**src/rtl/fetch_ctrl_pkg.sv**
```systemverilog
// fetch_ctrl_pkg: shared state encoding and PC width for the fetch controller
package fetch_ctrl_pkg;
  localparam int PC_W = 8;
  typedef enum logic [2:0] {IDLE, LAUNCH, RUN, FLUSH, DONE} fetch_ctrl_state_t;
endpackage

```
**src/rtl/fetch_ctrl_sat.sv**
```systemverilog
// sat_counter: clearable up-counter that sticks at all-ones
module sat_counter #(
  parameter int W = 16
) (
  input  logic         clk,
  input  logic         reset,
  input  logic         clr,
  input  logic         inc,
  output logic [W-1:0] q
);
  always_ff @(posedge clk)
    if (reset || clr) q <= '0;
    else if (inc && q != '1) q <= q + 1'b1;
endmodule

```
**src/rtl/fetch_ctrl.sv**
```systemverilog
// fetch_ctrl: launches programs and steers fetch_unit on branches, halts, stalls and watchdog
module fetch_ctrl
  import fetch_ctrl_pkg::*;
#(
  parameter int            CW         = 16,
  parameter logic [CW-1:0] MAX_CYCLES = 16'hFFFF
) (
  input  logic            clk,
  input  logic            reset,
  input  logic            start,
  input  logic [PC_W-1:0] start_addr,
  input  logic [PC_W-1:0] pc_cur,
  input  logic            instr_valid,
  input  logic            stall,
  input  logic            is_branch,
  input  logic            br_cond,
  input  logic [PC_W-1:0] br_target,
  input  logic            is_halt,
  output logic            fetch_start,
  output logic [PC_W-1:0] fetch_start_addr,
  output logic            fetch_branch,
  output logic            fetch_taken,
  output logic [PC_W-1:0] fetch_target,
  output logic            squash,
  output logic            busy,
  output logic            done,
  output logic            timeout,
  output logic [CW-1:0]   instr_count,
  output logic [CW-1:0]   cycle_count
);
  fetch_ctrl_state_t state, next;
  logic [PC_W-1:0] addr_q;
  logic run_like, wd, ev, retire, hold;
  assign run_like = state == RUN || state == FLUSH;
  assign wd       = run_like && cycle_count == MAX_CYCLES;
  assign ev       = instr_valid && !stall;
  assign squash   = state == FLUSH;
  assign busy     = state == LAUNCH || run_like;
  assign done     = state == DONE;
  always_ff @(posedge clk)
    if (reset) begin
      state   <= IDLE;
      addr_q  <= '0;
      timeout <= 1'b0;
    end else begin
      state   <= next;
      addr_q  <= (state == IDLE && start) ? start_addr : addr_q;
      timeout <= next == IDLE ? 1'b0 : timeout | wd;
    end
  // hold freezes the fetch unit by re-targeting the address already in flight
  always_comb begin
    next             = state;
    hold             = 1'b0;
    retire           = 1'b0;
    fetch_start      = 1'b0;
    fetch_start_addr = '0;
    fetch_branch     = 1'b0;
    fetch_taken      = 1'b0;
    fetch_target     = '0;
    case (state)
      IDLE: next = start ? LAUNCH : IDLE;
      LAUNCH: begin
        fetch_start      = 1'b1;
        fetch_start_addr = addr_q;
        next             = RUN;
      end
      RUN:
        if (wd) begin
          hold = 1'b1;
          next = DONE;
        end else if (stall) hold = 1'b1;
        else if (ev && is_halt) begin
          hold   = 1'b1;
          retire = 1'b1;
          next   = DONE;
        end else if (ev && is_branch) begin
          fetch_branch = 1'b1;
          retire       = 1'b1;
          fetch_taken  = br_cond;
          fetch_target = br_cond ? br_target : '0;
          next         = br_cond ? FLUSH : RUN;
        end else retire = ev;
      FLUSH: begin
        hold = wd || stall;
        next = wd ? DONE : stall ? FLUSH : RUN;
      end
      DONE: begin
        hold = 1'b1;
        next = start ? DONE : IDLE;
      end
      default: next = IDLE;
    endcase
    if (hold) begin
      fetch_taken  = 1'b1;
      fetch_target = pc_cur;
    end
  end
  sat_counter #(.W(CW)) u_instr (
    .clk(clk), .reset(reset), .clr(next == IDLE), .inc(retire), .q(instr_count)
  );
  sat_counter #(.W(CW)) u_cycle (
    .clk(clk), .reset(reset), .clr(next == IDLE), .inc(run_like && !wd), .q(cycle_count)
  );
endmodule

```
**config.mk**
```make
export PLATFORM = sky130hd
export DESIGN_NAME = fetch_ctrl
export DESIGN_NICKNAME = d
export VERILOG_FILES = /design/src/rtl/fetch_ctrl_pkg.sv /design/src/rtl/fetch_ctrl_sat.sv /design/src/rtl/fetch_ctrl.sv
export SDC_FILE = /design/constraint.sdc
export NUM_CORES = 1
export LEC_CHECK = 0
export CORE_AREA = 2 2 71 87
export CTS_CLUSTER_SIZE = 14
export DETAILED_ROUTE_END_ITERATION = 8
export DIE_AREA = 0 0 73 89
export PLACE_DENSITY = 0.75
export SLEW_MARGIN = 20
export SYNTH_ARGS = -nofsm -noshare
export SYNTH_HDL_FRONTEND = slang
export SYNTH_SLANG_ARGS = --single-unit
```
**constraint.sdc**
```tcl
create_clock -name clk -period 2.9 [get_ports clk]
set_clock_uncertainty 0.1 [all_clocks]
set_input_delay 0.58 -clock clk [delete_from_list [all_inputs] [get_ports clk]]
set_output_delay 0.58 -clock clk [all_outputs]
set_load 0.01 [all_outputs]
```
==> out/metrics.yaml <==
clock_latency_ns: 0.30
fin_area_sq_um: 3790
drive_gt1_share_pct: 18.5
grt_max_degree: 36
cts_num_sinks: 44
seqPwrFrac_pct: 48.3
detail_route.vias_per_cell: 5.50
rsz0062_at_grt: "yes"
globalplace.congestion: 0.831
rows: 30
syn2layout_area_growth_pct: 52.6
firstDrtPassIters: 4
layout_min_cycle_time_ns: 2.84
p_leak_uw: 0.00130
io_pins: 87
hold_buffers: 0
async_flop_share_pct: 0
synth_area_leaders: "dfxtp_1, xnor2_1, nor3_1, nand2_1, a211oi_1"
die_h_um: 89
dp.final_hpwl_um: 5460
power_density_nw_per_um2: 339
nets: 455
final_cell_mix: "clkdlybuf4s50_1, dfxtp_1, buf_4, nand2_1, nor3_1"
ys_seq_elements: 44
ir_drop_v: 0.000238
p_int_uw: 967
drt_iter0_drc: 166
gr-usage-all-layers_pct: 23.3
max_freq_mhz: 352
syn-cell-area_sq_um: 2490
synth-edff-count: 0
synthCells: 307
crit_chain: "ha_2 -> nand3_2 -> or4_4 -> o21ai_4 -> a21oi_4 -> o21ai_2 -> clkdlybuf4s15_2"
end_kind: "primary output"
fp.dieArea_sq_um: 6500
swShare_pct: 24.9
outcome: "finished clean"
num_vias: 2673
total_power_uw: 1290
setup_viol: 0
worst_slew_pin_slew_ns: 0.648
fp.coreArea_sq_um: 5590
setup-tns-final_ns: 0
crit_arrival_ns: 2.16
ys_types: 43
syn_nets: 341
antenna_found_initial: 0
path_delay_family: "simple AND/OR/NAND/NOR gates"
hp-class: "reg -> reg"
drv_cap: 0
grt_pass1_wl_um: 11900
wl_um: 7370
overflow: 0
power.switching_uw: 321
syn_avg_cell_area_sq_um: 8.10
first_global_vias: 2498
cts.clk_slew.worst_paths_ns: 0.09
crit_type: "reg -> out"
cts_buffers: 5
cts_tree: "done"
htreeDepth: 2
cp-start-kind: "register"
clkPwrFrac_pct: 36.8
synth_top_area_cell: "dfxtp_1"
synth_top_cell_area_share_pct: 35.4
antenna_cells: 0
path_buf_inv: 1
critPathRequiredTime_ns: 2.22
die_x_um: 73
ys_seq_area_share_pct: 35.4
finalHoldViolCount: 0
synth-main-ff-cell: "dfxtp_1"
clockBufferDepth: 2
antenna_left: 0
comb_power_share_pct: 14.9
io_buffers: 86
placed_area_sq_um: 3630
critPathMaxStageDelay_ns: 0.56
critical_path.slowest_cell: "or4_4"
wl_per_cell_um: 15.2
max_slew_margin_pct: 56.5
ys_warn_count: 0
worstPathMaxFanout: 9
fin_crit_sh_pct: 98.0
floorplan.initialDensity_pct: 44.5
drv_slew: 0
drc: 0
final_common_cell: "clkdlybuf4s50_1"
cts_root_buf: "clkbuf_8"
metrics by stage:
step	utilization [%]	setup WS, ns	std cells	hold WS (ns)
floorplan	-	0.198	307	0.332
global route	67.9	-0.0178	486	0.374
global placement	65.0	-0.233	476	0.338
detailed placement	65.0	-0.393	476	0.342
finish	67.9	0.0589	486	0.353
CTS	67.2	-0.0178	484	0.354
state kept, by name, indices dropped and copies added (netlist names):
register and flops:
u_cycle.q 16, u_instr.q 16, addr_q 8, state 3, timeout 1
final timing paths:
kind | to | from | slack [ns] | cells past startpoint
worst max register to register | u_instr.q[9]$_SDFFE_PP0P_ | u_cycle.q[0]$_SDFFE_PP0P_ | 0.58 | 9
worst min register to register | addr_q[7]$_SDFFE_PP0P_ | addr_q[7]$_SDFFE_PP0P_ | 0.35 | 2
worst min-delay path | addr_q[7]$_SDFFE_PP0P_ | addr_q[7]$_SDFFE_PP0P_ | 0.35 | 2
worst max-delay path | fetch_target[2] | u_cycle.q[0]$_SDFFE_PP0P_ | 0.06 | 7
kinds of logic after synthesis:
| logic type | Yosys count | share of synthesized area [%] |
|---|---|---|
| compound gates | 65 | 17.1 |
| xor+xnor | 23 | 8.10 |
| fa+ha+maj | 2 | 1.01 |
| buf+inv | 31 | 5.53 |
| flops | 44 | 35.4 |
| mux | 1 | 0.402 |
| simple gates | 141 | 32.4 |
power groups by stage:
stage          Combinational (uW)  Clock (uW)  Sequential, uW
6_report                      191         474             622
5_1_grt                       208         506             625
4_1_cts                       188         489             623
3_5_place_dp                  187           0             636
3_3_place_gp                  186           0             636
2_1_floorplan                88.7           0             635
worst reg2reg max path: stages (launching register included):
cell and delay (ns):
dfxtp_2 0.34, ha_2 0.19, nand3_2 0.10, buf_4 0.15, nor4_4 0.25, buf_4 0.27
a31oi_1 0.18, nor4_4 0.29, buf_12 0.23, a211oi_1 0.08
cell usage after synthesis (all sizes together), types with 7 or more instances:
master and instances:
dfxtp 44, nand2 36, nor3 29, xnor2 18, a211oi 16, a21oi 15, o21ai 15, nand4 14
clkbuf 13, and2 12, inv 12, nand3 12, or4 8, a2111oi 7, nor2 7
cell type report:
class / instances / area (sq um)
Timing Repair Buffer: 126 / 1150
Clock inverter: 3 / 42.5
Clock buffer: 5 / 68.8
Multi-Input combinational cell: 232 / 1530
Inverter: 12 / 45.0
Fill cell: 470 / 1800
Tap cell: 64 / 80.1
Sequential cell: 44 / 883
layer usage:
metal / part of all wire, % / GRT usage [%] / vias to the layer above
met5: 0 / 0 / -
li1: - / - / 1362
met1: 43 / 28.7 / 1242
met2: 52 / 40.8 / 58
met4: 1.5 / 7.07 / 0
met3: 3.3 / 4.40 / 11
repair_timing:
item                                    4_1_cts  5_1_grt
setup buffers                                 0        2
pin swaps                                     0        4
endpoints found under the setup margin       10       10
resized for setup                            22       27
hold endpoints to repair                      0        0
Note: power is estimated with default switching activity, not from simulation.
